File: src/rtl/alu_share_arbiter.sv
// -----------------------------------------------------------------------------
// alu_share_arbiter
//   Shares one single-cycle ALU between two requesters using round-robin
//   arbitration. Each requester has its own valid/ready request channel; a
//   single response channel returns the captured ALU result tagged with the
//   id of the requester that issued it.
//
//   Operation is a three-state FSM:
//     IDLE : pick a requester, accept its operands (combinational ready)
//     EXEC : hold the latched operands on the ALU inputs for ALU_LAT cycles
//     RESP : present result/zero/id until the consumer takes it
//
// Ports
//   clk_i, rst_i                 clock (rising edge), async reset (active-low)
//   reqN_valid_i / reqN_ready_o  request handshake, N = 0,1
//   reqN_src1_i/src2_i           operands
//   reqN_shamt_i, reqN_ctrl_i    shift amount and ALU control (not decoded)
//   alu_src1_o..alu_ctrl_o       latched operands driven to the ALU
//   alu_result_i, alu_zero_i     ALU outputs, captured at the end of EXEC
//   resp_valid_o / resp_ready_i  response handshake
//   resp_id_o, resp_result_o,
//   resp_zero_o                  captured response payload
//   busy_o                       high whenever the FSM is not IDLE
// -----------------------------------------------------------------------------
module alu_share_arbiter #(
  parameter int DATA_W  = 32,
  parameter int CTRL_W  = 4,
  parameter int SHAMT_W = 5,
  parameter int ALU_LAT = 1
) (
  input  logic               clk_i,
  input  logic               rst_i,
  input  logic               req0_valid_i,
  output logic               req0_ready_o,
  input  logic [DATA_W-1:0]  req0_src1_i,
  input  logic [DATA_W-1:0]  req0_src2_i,
  input  logic [SHAMT_W-1:0] req0_shamt_i,
  input  logic [CTRL_W-1:0]  req0_ctrl_i,
  input  logic               req1_valid_i,
  output logic               req1_ready_o,
  input  logic [DATA_W-1:0]  req1_src1_i,
  input  logic [DATA_W-1:0]  req1_src2_i,
  input  logic [SHAMT_W-1:0] req1_shamt_i,
  input  logic [CTRL_W-1:0]  req1_ctrl_i,
  output logic [DATA_W-1:0]  alu_src1_o,
  output logic [DATA_W-1:0]  alu_src2_o,
  output logic [SHAMT_W-1:0] alu_shamt_o,
  output logic [CTRL_W-1:0]  alu_ctrl_o,
  input  logic [DATA_W-1:0]  alu_result_i,
  input  logic               alu_zero_i,
  output logic               resp_valid_o,
  input  logic               resp_ready_i,
  output logic               resp_id_o,
  output logic [DATA_W-1:0]  resp_result_o,
  output logic               resp_zero_o,
  output logic               busy_o
);

  // ALU_LAT-1 must fit in the counter; keep at least one bit for ALU_LAT=1.
  localparam int CNT_W = (ALU_LAT > 1) ? $clog2(ALU_LAT) : 1;

  typedef enum logic [1:0] {
    IDLE = 2'd0,
    EXEC = 2'd1,
    RESP = 2'd2
  } state_e;

  state_e             state_q;
  logic [DATA_W-1:0]  src1_q;
  logic [DATA_W-1:0]  src2_q;
  logic [SHAMT_W-1:0] shamt_q;
  logic [CTRL_W-1:0]  ctrl_q;
  logic [DATA_W-1:0]  result_q;
  logic               zero_q;
  logic               id_q;
  logic               last_grant_q;
  logic [CNT_W-1:0]   cnt_q;

  logic               gnt_vld;
  logic               gnt_id;
  logic               hs;

  // Round-robin: a lone requester always wins; on a tie the requester that
  // was not served last wins.
  always_comb begin
    gnt_vld = req0_valid_i | req1_valid_i;
    gnt_id  = 1'b0;
    if (req0_valid_i && req1_valid_i) begin
      gnt_id = ~last_grant_q;
    end else begin
      gnt_id = req1_valid_i;
    end
  end

  // Ready is gated by rst_i so that every output reads 0 while in reset,
  // even with a requester already asserting valid.
  assign hs           = rst_i && (state_q == IDLE) && gnt_vld;
  assign req0_ready_o = hs && !gnt_id;
  assign req1_ready_o = hs &&  gnt_id;

  always_ff @(posedge clk_i or negedge rst_i) begin
    if (!rst_i) begin
      state_q      <= IDLE;
      src1_q       <= '0;
      src2_q       <= '0;
      shamt_q      <= '0;
      ctrl_q       <= '0;
      result_q     <= '0;
      zero_q       <= 1'b0;
      id_q         <= 1'b0;
      last_grant_q <= 1'b1;
      cnt_q        <= '0;
    end else begin
      case (state_q)
        IDLE: begin
          if (gnt_vld) begin
            src1_q       <= gnt_id ? req1_src1_i  : req0_src1_i;
            src2_q       <= gnt_id ? req1_src2_i  : req0_src2_i;
            shamt_q      <= gnt_id ? req1_shamt_i : req0_shamt_i;
            ctrl_q       <= gnt_id ? req1_ctrl_i  : req0_ctrl_i;
            id_q         <= gnt_id;
            last_grant_q <= gnt_id;
            cnt_q        <= CNT_W'(ALU_LAT - 1);
            state_q      <= EXEC;
          end
        end
        EXEC: begin
          if (cnt_q == '0) begin
            result_q <= alu_result_i;
            zero_q   <= alu_zero_i;
            state_q  <= RESP;
          end else begin
            cnt_q <= cnt_q - CNT_W'(1);
          end
        end
        RESP: begin
          if (resp_ready_i) begin
            state_q <= IDLE;
          end
        end
        default: state_q <= IDLE;
      endcase
    end
  end

  assign alu_src1_o    = src1_q;
  assign alu_src2_o    = src2_q;
  assign alu_shamt_o   = shamt_q;
  assign alu_ctrl_o    = ctrl_q;
  assign resp_valid_o  = (state_q == RESP);
  assign resp_id_o     = id_q;
  assign resp_result_o = result_q;
  assign resp_zero_o   = zero_q;
  assign busy_o        = (state_q != IDLE);

endmodule

File: config.mk
export PLATFORM = sky130hd
export DESIGN_NAME = alu_share_arbiter
export DESIGN_NICKNAME = d
export VERILOG_FILES = /design/src/rtl/alu_share_arbiter.sv
export SDC_FILE = /design/constraint.sdc
export NUM_CORES = 1
export LEC_CHECK = 0
export CORE_UTILIZATION = 35
export DETAILED_ROUTE_END_ITERATION = 16
export PLACE_DENSITY = 0.81
export SYNTH_ARGS = -nofsm -noshare
export SYNTH_HDL_FRONTEND = slang
export SYNTH_SLANG_ARGS = --single-unit
File: constraint.sdc
create_clock -name clk_i -period 2.05 [get_ports clk_i]
set_clock_uncertainty 0.2 [all_clocks]
set_input_delay 0.3075 -clock clk_i [delete_from_list [all_inputs] [get_ports clk_i]]
set_output_delay 0.3075 -clock clk_i [all_outputs]
set_load 0.03 [all_outputs]
==> impl_metrics.py <==
metrics = {
    "status": {
        "status": "finished, final reports clean",
    },
    "power": {
        "netSwitchingFraction_pct": 39.5,
        "leakagePower_nw": 3.80,
        "combPwrFrac_pct": 59.2,
        "irDropWorstVdd_v": 0.000735,
        "power_density_nw_per_um2": 1560,
        "power_frac_seq_pct": 28.4,
        "power_switching_mw": 5.48,
        "clock_power_share_pct": 12.4,
        "p_int_mw": 8.39,
    },
    "timing": {
        "hold_viol": 0,
        "slew_headroom_pct": 61.1,
        "setup_viol_count_final": 0,
        "worst_slew_pin_slew_ns": 0.584,
        "fin_crit_sh_pct": 99.1,
        "fin_crit_ns": 2.03,
        "max_freq_mhz": 492,
        "rsz0062_at_grt": "true",
        "drv_slew": 0,
        "layout_setup_ws_ns": 0.0190,
    },
    "global_route": {
        "met1_usage_pct": 20.7,
        "grtUsageMet3_pct": 4.42,
        "use_met2_pct": 33.7,
        "grt_usage_pct": 18.4,
        "grt_pass1_wl_um": 22500,
        "antenna_found_initial": 0,
        "grt_pass1_vias": 4207,
        "grt_max_degree": 110,
        "grt-ovfl-total": 0,
        "grt.busiest_layer": "met2",
    },
    "cells_and_area": {
        "fill_cells": 1113,
        "antenna_cells": 0,
        "syn_to_final_growth_pct": 69.3,
        "final_area_um2": 8900,
        "multi_input_area_um2": 2360,
        "drive_gt1_share_pct": 35.5,
        "seq_area_um2": 2750,
        "final_nets": 816,
    },
    "worst_setup_path": {
        "r2r_setup_slack_ns": 0.08,
        "crit_type": "primary input to output port",
        "reg2reg_from": "last_grant_q",
        "cp-end-kind": "output port",
        "cp-start-kind": "primary input",
        "startpoint": "req1_valid_i",
        "cp.arrival_ns": 1.52,
        "critPathMaxFanout": 3,
        "crit_required_ns": 1.54,
    },
    "placed_design": {
        "place_area_um2": 8460,
        "globalplace.congestion": 0.731,
        "port_buffers": 294,
        "dp_worst_setup_slack_ns": -0.146,
        "place_hpwl_um": 10700,
    },
    "routing": {
        "viasPerCell": 4.66,
        "drtIter0Drc": 125,
        "dr.pass1.iters": 4,
        "routed_wirelength_um": 14000,
        "avgRoutedWirePerCell_um": 17.1,
        "via_count": 3829,
        "drc": 0,
        "drtAntennaViolNets": 0,
    },
    "synth": {
        "synth_top_area_share_pct": 51.9,
        "netlist_area_um2": 5260,
        "synth-seq-cells": 110,
        "syn_avg_cell_area_um2": 16.2,
        "syn_nets": 508,
        "ys_types": 19,
        "synth.area.top_cells": "dfrtp_1, mux2_2, mux2_4, buf_6, buf_2",
        "yosysTopAreaCell": "dfrtp_1",
        "seq_area_frac_synth_pct": 52.4,
        "syn_inst": 324,
        "ys_warn_count": 0,
    },
    "floorplan": {
        "io_pins": 295,
        "die_w_um": 125,
        "dieArea_um2": 15500,
        "dieHeight_um": 125,
        "core-area_um2": 14600,
        "num_rows": 44,
        "start_util_pct": 36.0,
    },
    "cts": {
        "clock-sinks": 110,
        "root_buffer": "clkbuf_16",
        "cts_tree": "done",
        "insertion_delay_ns": 0.34,
        "clkTransAtPathRegs_ns": 0.07,
        "cts_buffers": 9,
        "cts_buffer_depth": 2,
        "htree_levels": 3,
    },
    "job": {
        "maxCapViolCount": 0,
    },
    "worst_hold_path": {
        "min-delay-path-class": "primary input to async pin",
    },
}
## metrics by stage
stage	instances	hold slack [ns]	util (%)	TNS (ns)	total power [mW]
2_1_floorplan	324	-0.188	-	0	8.77
3_5_place_dp	797	-0.0902	58.0	-7.48	12.1
3_3_place_gp	797	-0.0928	58.0	-5.74	11.9
6_report	821	0.145	61.0	0	13.9
4_1_cts	816	0.128	60.6	-0.0310	14.0
5_1_grt	821	0.138	61.0	-0.0155	14.6
## state kept, by name, summed over array words and instances, names as in the netlist
signal	flops
last_grant_q	1
alu_src1_o	32
resp_id_o	1
resp_result_o	32
alu_ctrl_o	4
alu_shamt_o	5
resp_zero_o	1
alu_src2_o	32
state_q	2
## critical path: stages
cell	delay (ns)
clkdlybuf4s50_1	0.48
a21bo_4	0.26
buf_12	0.13
nor3_2	0.16
buf_4	0.19
## power groups by stage
stage | combinational, mW | sequential, mW | clock, mW
global placement | 8.02 | 3.91 | 0
detailed placement | 8.15 | 3.97 | 0
floorplan | 2.70 | 6.07 | 0
global route | 8.58 | 4.09 | 1.88
CTS | 8.24 | 3.95 | 1.79
finish | 8.21 | 3.95 | 1.72
## cells in the mapped netlist
| cell | number |
|---|---|
| nand2b_1 | 2 |
| o21a_1 | 1 |
| o22ai_1 | 1 |
| mux2_4 | 67 |
| a21oi_1 | 1 |
| and3_1 | 1 |
| dfstp_2 | 1 |
| o21ai_0 | 1 |
| buf_6 | 8 |
| clkbuf_1 | 1 |
| inv_1 | 4 |
| buf_2 | 10 |
| dfrtp_1 | 109 |
| mux2_2 | 112 |
| a31oi_1 | 1 |
| nor3_1 | 1 |
| buf_4 | 1 |
| a21bo_2 | 1 |
| nor2_1 | 1 |
## what timing repair did
item,4_1_cts,5_1_grt
pin swaps,1,2
cloned,1,1
hold endpoints to repair,109,0
setup buffers,1,4
setup endpoints to repair,3,7
hold buffers,1,0
resized for setup,8,1
## placed cells by master (no fill, tap or decap), drive strengths merged
| master | instances |
|---|---|
| clkdlybuf4s50 | 289 |
| mux2 | 179 |
| dfrtp | 109 |
| buf | 25 |
| clkbuf | 10 |
| inv | 8 |
| nand2b | 2 |
| clkinv | 2 |
| nor2 | 1 |
| o21a | 1 |
| a21bo | 1 |
| and3 | 1 |
| nor3 | 1 |
| o21ai | 1 |
| o22ai | 1 |
| a21oi | 1 |
| a31oi | 1 |
| clkinvlp | 1 |
| dlygate4sd3 | 1 |
| dfstp | 1 |
| dlygate4sd2 | 1 |
## layer usage
layer | up-vias | share of wire (%)
li1 | 1776 | -
met1 | 1850 | 38
met2 | 181 | 53
met3 | 22 | 6.7
met4 | 0 | 2.0
met5 | - | 0
## final timing paths
check                                       to  cells after the start
max in group asynchronous       alu_src1_o[13]                      3
worst max register to register  alu_src1_o[11]                      5
worst min register to register  alu_src1_o[15]                      1
worst min-delay path            alu_src2_o[22]                      2
min in group clk_i              alu_src1_o[15]                      1
worst max-delay path              req1_ready_o                      5
## logic make-up after synthesis
group | count (synthesis) | synth area share (%)
multiplexers | 179 | 43.1
buffers and inverters | 24 | 3.17
AND/OR/NAND/NOR | 5 | 0.524
flip-flops | 110 | 52.4
AO/OA/AOI/OAI | 6 | 0.762
## layout make-up
type / count / share of cell area, %
flip-flops and latches: 110 / 30.9
well taps: 184 / 2.59
clock inverters: 7 / 0.844
multi-input cells: 190 / 26.6
inverters: 4 / 0.169
clock buffers: 9 / 2.53
repair buffers: 317 / 36.3
Power figures use the tool's default switching activity.
